<file path="src/rtl/cacheline_burst_adapter_if.sv">
// Line-side (cache) and burst-side (memory) signal bundle for cacheline_burst_adapter.
// Optional error_o exists only when BURST_TIMEOUT_EN is defined.
// slave = the adapter's view, master = the cache + memory side that drives it.
interface cacheline_burst_adapter_if #(
  parameter int LINE_WIDTH = 256,
  parameter int BEAT_WIDTH = 64
);
  logic [31:0]             line_address_i;
  logic                    line_read_i;
  logic                    line_write_i;
  logic [LINE_WIDTH-1:0]   line_wdata_i;
  logic [LINE_WIDTH-1:0]   line_rdata_o;
  logic                    line_resp_o;
  logic [31:0]             burst_address_o;
  logic                    burst_read_o;
  logic                    burst_write_o;
  logic [BEAT_WIDTH-1:0]   burst_wdata_o;
  logic [BEAT_WIDTH-1:0]   burst_rdata_i;
  logic                    burst_resp_i;
`ifdef BURST_TIMEOUT_EN
  logic                    error_o;

  modport slave (
    input  line_address_i, line_read_i, line_write_i, line_wdata_i,
    input  burst_rdata_i, burst_resp_i,
    output line_rdata_o, line_resp_o, burst_address_o, burst_read_o,
    output burst_write_o, burst_wdata_o, error_o
  );

  modport master (
    output line_address_i, line_read_i, line_write_i, line_wdata_i,
    output burst_rdata_i, burst_resp_i,
    input  line_rdata_o, line_resp_o, burst_address_o, burst_read_o,
    input  burst_write_o, burst_wdata_o, error_o
  );
`else
  modport slave (
    input  line_address_i, line_read_i, line_write_i, line_wdata_i,
    input  burst_rdata_i, burst_resp_i,
    output line_rdata_o, line_resp_o, burst_address_o, burst_read_o,
    output burst_write_o, burst_wdata_o
  );

  modport master (
    output line_address_i, line_read_i, line_write_i, line_wdata_i,
    output burst_rdata_i, burst_resp_i,
    input  line_rdata_o, line_resp_o, burst_address_o, burst_read_o,
    input  burst_write_o, burst_wdata_o
  );
`endif
endinterface

</file>
<file path="src/rtl/cacheline_burst_adapter.sv">
// Converts one cacheline fill / write-back into a NUM_BEATS-beat burst; optional watchdog via BURST_TIMEOUT_EN.
// Latency: back-to-back read beats give line_resp_o 6 cycles after the request cycle (IDLE + 4 beats + DONE).
// Backpressure: each beat is held until burst_resp_i; requests are sampled only in IDLE, no queuing.
module cacheline_burst_adapter #(
  parameter int LINE_WIDTH = 256,
  parameter int BEAT_WIDTH = 64
`ifdef BURST_TIMEOUT_EN
  , parameter int TIMEOUT_CYCLES = 1024
`endif
) (
  input logic                      clk,
  input logic                      rst,
  cacheline_burst_adapter_if.slave bus
);

  localparam int NUM_BEATS = LINE_WIDTH / BEAT_WIDTH;
  localparam int CNT_W     = (NUM_BEATS > 1) ? $clog2(NUM_BEATS) : 1;
  localparam int OFF_W     = $clog2(LINE_WIDTH / 8);
  localparam logic [CNT_W-1:0] LAST_BEAT  = CNT_W'(NUM_BEATS - 1);
  localparam logic [31:0]      ALIGN_MASK = ~((32'd1 << OFF_W) - 32'd1);

  typedef enum logic [1:0] {IDLE, READ, WRITE, DONE} state_t;

  state_t                state;
  logic [CNT_W-1:0]      cnt;
  // Holds the write-back line during WRITE and the partially filled line during READ.
  logic [LINE_WIDTH-1:0] line_buf;
  logic [LINE_WIDTH-1:0] line_fill;
  logic                  timed_out;

`ifdef BURST_TIMEOUT_EN
  localparam int WD_W = (TIMEOUT_CYCLES > 1) ? $clog2(TIMEOUT_CYCLES) : 1;
  logic [WD_W-1:0] wdog;

  assign timed_out = (wdog == WD_W'(TIMEOUT_CYCLES - 1)) && !bus.burst_resp_i;

  // Count consecutive beat-less burst cycles; any accepted beat or leaving the burst clears it.
  always_ff @(posedge clk or posedge rst) begin
    if (rst) begin
      wdog <= '0;
    end else if ((state == READ || state == WRITE) && !bus.burst_resp_i && !timed_out) begin
      wdog <= wdog + 1'b1;
    end else begin
      wdog <= '0;
    end
  end
`else
  assign timed_out = 1'b0;
`endif

  // Line buffer with the current read beat dropped into its slot.
  always_comb begin
    line_fill = line_buf;
    line_fill[cnt*BEAT_WIDTH +: BEAT_WIDTH] = bus.burst_rdata_i;
  end

  // Write beat follows the counter directly; forced to zero outside WRITE.
  assign bus.burst_wdata_o = (state == WRITE) ? line_buf[cnt*BEAT_WIDTH +: BEAT_WIDTH]
                                               : '0;

  // Main FSM with registered request/response outputs.
  always_ff @(posedge clk or posedge rst) begin
    if (rst) begin
      state               <= IDLE;
      cnt                 <= '0;
      line_buf            <= '0;
      bus.line_rdata_o    <= '0;
      bus.line_resp_o     <= 1'b0;
      bus.burst_address_o <= '0;
      bus.burst_read_o    <= 1'b0;
      bus.burst_write_o   <= 1'b0;
`ifdef BURST_TIMEOUT_EN
      bus.error_o         <= 1'b0;
`endif
    end else begin
      case (state)
        IDLE: begin
          cnt <= '0;
          // Write-back has priority; a simultaneous read is dropped, not queued.
          if (bus.line_write_i) begin
            line_buf            <= bus.line_wdata_i;
            bus.burst_address_o <= bus.line_address_i & ALIGN_MASK;
            bus.burst_write_o   <= 1'b1;
            state               <= WRITE;
          end else if (bus.line_read_i) begin
            bus.burst_address_o <= bus.line_address_i & ALIGN_MASK;
            bus.burst_read_o    <= 1'b1;
            state               <= READ;
          end
        end
        READ: begin
          if (bus.burst_resp_i) begin
            line_buf <= line_fill;
            cnt      <= cnt + 1'b1;
            if (cnt == LAST_BEAT) begin
              bus.burst_read_o <= 1'b0;
              bus.line_rdata_o <= line_fill;
              bus.line_resp_o  <= 1'b1;
              state            <= DONE;
            end
          end else if (timed_out) begin
            // Abort: complete toward the cache but keep the previous fill line.
            bus.burst_read_o <= 1'b0;
            bus.line_resp_o  <= 1'b1;
            cnt              <= '0;
            state            <= DONE;
`ifdef BURST_TIMEOUT_EN
            bus.error_o      <= 1'b1;
`endif
          end
        end
        WRITE: begin
          if (bus.burst_resp_i) begin
            cnt <= cnt + 1'b1;
            if (cnt == LAST_BEAT) begin
              bus.burst_write_o <= 1'b0;
              bus.line_resp_o   <= 1'b1;
              state             <= DONE;
            end
          end else if (timed_out) begin
            bus.burst_write_o <= 1'b0;
            bus.line_resp_o   <= 1'b1;
            cnt               <= '0;
            state             <= DONE;
`ifdef BURST_TIMEOUT_EN
            bus.error_o       <= 1'b1;
`endif
          end
        end
        DONE: begin
          bus.line_resp_o <= 1'b0;
          state           <= IDLE;
        end
        default: begin
          state <= IDLE;
        end
      endcase
    end
  end

endmodule

</file>
<file path="src/flat_wrapper.sv">
// flat-port wrapper written by rule: the top's interface ports become plain ports
module cacheline_burst_adapter_flat 
#(
  parameter int LINE_WIDTH = 256,
  parameter int BEAT_WIDTH = 64

)
  (clk, rst, bus_line_address_i, bus_line_read_i, bus_line_write_i, bus_line_wdata_i, bus_burst_rdata_i, bus_burst_resp_i, bus_line_rdata_o, bus_line_resp_o, bus_burst_address_o, bus_burst_read_o, bus_burst_write_o, bus_burst_wdata_o);
  cacheline_burst_adapter_if #(.LINE_WIDTH(LINE_WIDTH), .BEAT_WIDTH(BEAT_WIDTH)) bus_i ();
  input logic clk;
  input logic rst;
  input wire logic [$bits(bus_i.line_address_i)-1:0] bus_line_address_i;
  input wire logic [$bits(bus_i.line_read_i)-1:0] bus_line_read_i;
  input wire logic [$bits(bus_i.line_write_i)-1:0] bus_line_write_i;
  input wire logic [$bits(bus_i.line_wdata_i)-1:0] bus_line_wdata_i;
  input wire logic [$bits(bus_i.burst_rdata_i)-1:0] bus_burst_rdata_i;
  input wire logic [$bits(bus_i.burst_resp_i)-1:0] bus_burst_resp_i;
  output wire logic [$bits(bus_i.line_rdata_o)-1:0] bus_line_rdata_o;
  output wire logic [$bits(bus_i.line_resp_o)-1:0] bus_line_resp_o;
  output wire logic [$bits(bus_i.burst_address_o)-1:0] bus_burst_address_o;
  output wire logic [$bits(bus_i.burst_read_o)-1:0] bus_burst_read_o;
  output wire logic [$bits(bus_i.burst_write_o)-1:0] bus_burst_write_o;
  output wire logic [$bits(bus_i.burst_wdata_o)-1:0] bus_burst_wdata_o;
  assign bus_i.line_address_i = bus_line_address_i;
  assign bus_i.line_read_i = bus_line_read_i;
  assign bus_i.line_write_i = bus_line_write_i;
  assign bus_i.line_wdata_i = bus_line_wdata_i;
  assign bus_i.burst_rdata_i = bus_burst_rdata_i;
  assign bus_i.burst_resp_i = bus_burst_resp_i;
  assign bus_line_rdata_o = bus_i.line_rdata_o;
  assign bus_line_resp_o = bus_i.line_resp_o;
  assign bus_burst_address_o = bus_i.burst_address_o;
  assign bus_burst_read_o = bus_i.burst_read_o;
  assign bus_burst_write_o = bus_i.burst_write_o;
  assign bus_burst_wdata_o = bus_i.burst_wdata_o;
  cacheline_burst_adapter #(.LINE_WIDTH(LINE_WIDTH), .BEAT_WIDTH(BEAT_WIDTH)) u_core (.clk(clk), .rst(rst), .bus(bus_i));
endmodule
</file>
<file path="config.mk">
export PLATFORM = sky130hd
export DESIGN_NAME = cacheline_burst_adapter_flat
export DESIGN_NICKNAME = d
export VERILOG_FILES = /design/src/rtl/cacheline_burst_adapter_if.sv /design/src/rtl/cacheline_burst_adapter.sv /design/src/flat_wrapper.sv
export SDC_FILE = /design/constraint.sdc
export NUM_CORES = 1
export LEC_CHECK = 0
export ABC_CLOCK_PERIOD_IN_PS = 18100
export CAP_MARGIN = 5
export CORE_AREA = 2 2 279 281
export DETAILED_ROUTE_END_ITERATION = 6
export DIE_AREA = 0 0 281 283
export GPL_TIMING_DRIVEN = 0
export PLACE_DENSITY_LB_ADDON = 0.08
export SLEW_MARGIN = 5
export SYNTH_ARGS = -nofsm -noshare
export SYNTH_HDL_FRONTEND = slang
export SYNTH_SLANG_ARGS = --single-unit
</file>
<file path="constraint.sdc">
create_clock -name clk -period 18.1 [get_ports clk]
set_input_delay 3.62 -clock clk [delete_from_list [all_inputs] [get_ports clk]]
set_output_delay 3.62 -clock clk [all_outputs]
set_load 0.05 [all_outputs]
</file>
==> run metrics <==
critical path buffer and inverter count 4; Data arrival, critical path 3.82 ns; Num CTS Buffers 67; CP Capture Type output port; Longest Clk Path Bufs 3; wire length after detailed routing 139 mm; setup repair after global routing missed its margin false; initial core utilization 38.1%; count of standard-cell rows 102; async set-or-reset flop fraction in the synthesized netlist 100%; Critical Path Max Stage Delay 0.83 ns; area of the mapped netlist 29200 sq um; total routing usage reported by global routing 34.4%; number of sinks driven by the clock tree 546; total area of multi-input combinational cells 13900 sq um; relative contribution of sequential cells to total power 27.0%; number of instances in the synthesized netlist 3019; post-place instance area 37900 sq um; Post-CTS Setup Inserts 0; worst setup path category reg2out; number of global-route vias before repair 28700; Sum Neg Setup Slack 0 ns; DIE HEIGHT 283 um; Clock H-tree levels 3; Sw Ratio 47.0%; placeable core region 76700 sq um; combinational power share 55.0%; final critical path time including I/O delays and setup 7.44 ns; Avg Inst Size Synth 9.68 sq um; critical path startpoint category flip-flop; Detailed Routing Iterations Pass 1 6; number of distinct library cells after synthesis 47; worst-path maximum fanout 10; ratio of routed vias to standard cells 5.85; Seq/Total Area, Yosys 46.8%; leakage power 16.5 nW; cell type of the slowest stage on the worst timing path sky130_fd_sc_hd__clkdlybuf4s50_1; transition time at the pin with the least slew margin 1.47 ns; outcome completed; number of enable-type register cells in the synthesized netlist 0; part of the power in the clock network 17.9%; 1st-iter DRT viols 2850; Final #Nets 4177; net load switching power 3.61 mW; Resize count post-CTS 0; worst min path class reg2reg; aggregate global routing overflow 0; worst skew pair latency 0.61 ns; number of synthesized register bits 546; Most used DFF post-synth sky130_fd_sc_hd__dfrtp_1; number of fill cells 7218; maximum number of pins on one net before global-route repair 40; headroom to the max-slew limit 1.94%; P_int 4.06 mW; power density cells 191 nW/um^2; Detailed Place HPWL 106 mm; endpoints failing setup 0; global-route wire length before repair 201 mm; share of the cycle needed by the critical path after routing 41.1%; CTS tree yes; highest ir drop seen on vdd 0.000113 V; max-cap viol count 0; number of nets with antenna violations after routing 0; area growth from synthesis to layout 37.4%; die outline area 79500 sq um; peak clock frequency supported by timing 134 MHz; sequential standard cell area 13700 sq um; WL per Instance 28.3 um; most repeated library cell on the critical path sky130_fd_sc_hd__clkbuf_1; Top delay family on crit path buffers and inverters; # hold bufs at CTS 0; Port Buffer Count 701; final slew viol count 0; vias 28700; Residual DRC 0; clock skew 0.0152 ns; RD Place Congestion 0.928; Layout Cell Area excl Fill 40100 sq um; number of antenna violations at the first check in global routing 15; data required time of the critical path 14.48 ns; Root Buffer Master sky130_fd_sc_hd__clkbuf_16; proportion of layout cells with a drive suffix above 1 9.35%; endpoints failing hold 0; ordered cell list for the critical path inv_1 -> ha_1 -> clkbuf_1 -> clkbuf_1 -> and2_1 -> clkdlybuf4s50_1; I/O pin count 712; clock transition time at the flip-flop clock pins of the worst setup and hold paths 0.06 ns; width of the die 281 um; YS warnings 0
worst register-to-register path, cell delays in order, from the launching register on:
cell and delay, ns:
sky130_fd_sc_hd__dfrtp_1 0.45, sky130_fd_sc_hd__buf_2 0.48, sky130_fd_sc_hd__buf_1 0.66, sky130_fd_sc_hd__inv_1 0.27, sky130_fd_sc_hd__ha_1 0.36, sky130_fd_sc_hd__nor3b_2 0.27, sky130_fd_sc_hd__nand3_1 0.77, sky130_fd_sc_hd__clkbuf_1 0.62
sky130_fd_sc_hd__o2bb2ai_1 0.34, sky130_fd_sc_hd__a22o_1 0.16
routing by layer:
layer | GRT usage, % | vias up | wire length, um
met1 | 45.5 | 14400 | 56300
met3 | 7.05 | 285 | 11300
met4 | 15.6 | 2 | 6630
met2 | 54.4 | 1404 | 64700
li1 | - | 12600 | -
met5 | 0 | - | 16
metrics by stage:
stage / setup slack [ns] / utilization, % / instances / power [mW] / hold slack (ns)
after floorplan: 7.05 / - / 3023 / 4.72 / 0.459
final: 10.66 / 52.3 / 4913 / 7.67 / 0.476
after detailed placement: 10.90 / 49.4 / 4781 / 6.24 / 0.470
after CTS: 10.69 / 52.3 / 4900 / 7.63 / 0.482
after global routing: 10.63 / 52.3 / 4912 / 8.02 / 0.499
after global placement: 2.82 / 49.0 / 4764 / 6.20 / 0.461
cells by family after synthesis:
logic type               Yosys count  share of synthesized area, %
adder cells (fa/ha/maj)           10                         0.428
AO/OA/AOI/OAI                   1153                          27.1
flip-flops                       546                          46.8
AND/OR/NAND/NOR                  844                          14.1
buffers and inverters            372                          5.57
other                              1                        0.0128
multiplexers                      93                          6.08
worst paths after layout:
kind / start / to / slack (ns) / depth (start not counted)
max in group asynchronous: rst / u_core.bus.burst_address_o[6] / 12.82 / 7
min: u_core.bus.line_rdata_o[109] / u_core.bus.line_rdata_o[109] / 0.48 / 2
max reg2reg: u_core.cnt[1] / u_core.line_buf[72] / 13.65 / 9
max: u_core.state[0] / bus_burst_wdata_o[24] / 10.66 / 6
min reg2reg: u_core.bus.line_rdata_o[109] / u_core.bus.line_rdata_o[109] / 0.48 / 2
min in group asynchronous: rst / u_core.bus.line_rdata_o[54] / 3.54 / 2
Yosys cell counts (10+ instances only):
master                      instances  area (sq um)
sky130_fd_sc_hd__a2111oi_0         54           473
sky130_fd_sc_hd__a211oi_1         119           893
sky130_fd_sc_hd__a21o_1            68           510
sky130_fd_sc_hd__a21oi_1          197           986
sky130_fd_sc_hd__a22o_1           136          1190
sky130_fd_sc_hd__a31oi_1           64           400
sky130_fd_sc_hd__and2_1            64           400
sky130_fd_sc_hd__buf_1             22          82.6
sky130_fd_sc_hd__buf_2            122           611
sky130_fd_sc_hd__buf_4             11          82.6
sky130_fd_sc_hd__clkbuf_1         150           563
sky130_fd_sc_hd__dfrtp_1          546         13700
sky130_fd_sc_hd__ha_1              10           125
sky130_fd_sc_hd__inv_1             61           229
sky130_fd_sc_hd__mux2_2            27           304
sky130_fd_sc_hd__mux4_2            64          1440
sky130_fd_sc_hd__nand2_1          334          1250
sky130_fd_sc_hd__nor2_1           121           454
sky130_fd_sc_hd__nor2b_1          256          1600
sky130_fd_sc_hd__nor3_1            54           270
sky130_fd_sc_hd__o21a_1            54           405
sky130_fd_sc_hd__o21ai_0          227          1140
sky130_fd_sc_hd__o21ai_1           38           190
sky130_fd_sc_hd__o2bb2ai_1        135          1180
sky130_fd_sc_hd__o41ai_1           54           473
final cells by class:
class	count	area share, %
inverters	62	0.589
flip-flops and latches	546	34.0
well taps	1040	3.24
multi-input cells	2105	34.7
clock inverters	13	0.296
repair buffers	718	18.3
diodes	13	0.0811
plain buffers	310	3.48
clock buffers	106	5.20
state kept, by name, summed over array words and instances (netlist names):
register                    flops
u_core.bus.burst_address_o     27
u_core.bus.burst_read_o         1
u_core.bus.burst_write_o        1
u_core.bus.line_rdata_o       256
u_core.bus.line_resp_o          1
u_core.cnt                      2
u_core.line_buf               256
u_core.state                    2
power by group through the flow:
stage | sequential (mW) | clock (mW) | combinational, mW
final | 2.07 | 1.38 | 4.22
after global routing | 2.11 | 1.43 | 4.47
after CTS | 2.05 | 1.38 | 4.19
after detailed placement | 2.07 | 0 | 4.17
after global placement | 2.06 | 0 | 4.14
after floorplan | 2.46 | 0 | 2.26
placed cells by master (no fill, tap or decap), drive strengths merged, types with 4 or more instances in the layout:
cell type and n:
o21ai 266, dfrtp 546, nor2b 256, a2111oi 54
ha 10, nor3 55, o2bb2ai 135, clkinv 10
clkbuf 256, nor2 121, clkdlybuf4s50 701, inv 62
nand2b 4, and2 64, a31oi 64, conb 5
buf 177, a22o 136, a21o 68, mux4 64
diode 13, a21oi 198, o41ai 54, o21a 54
nand2 335, a211oi 119, mux2 27
Power figures use the tool's default switching activity.
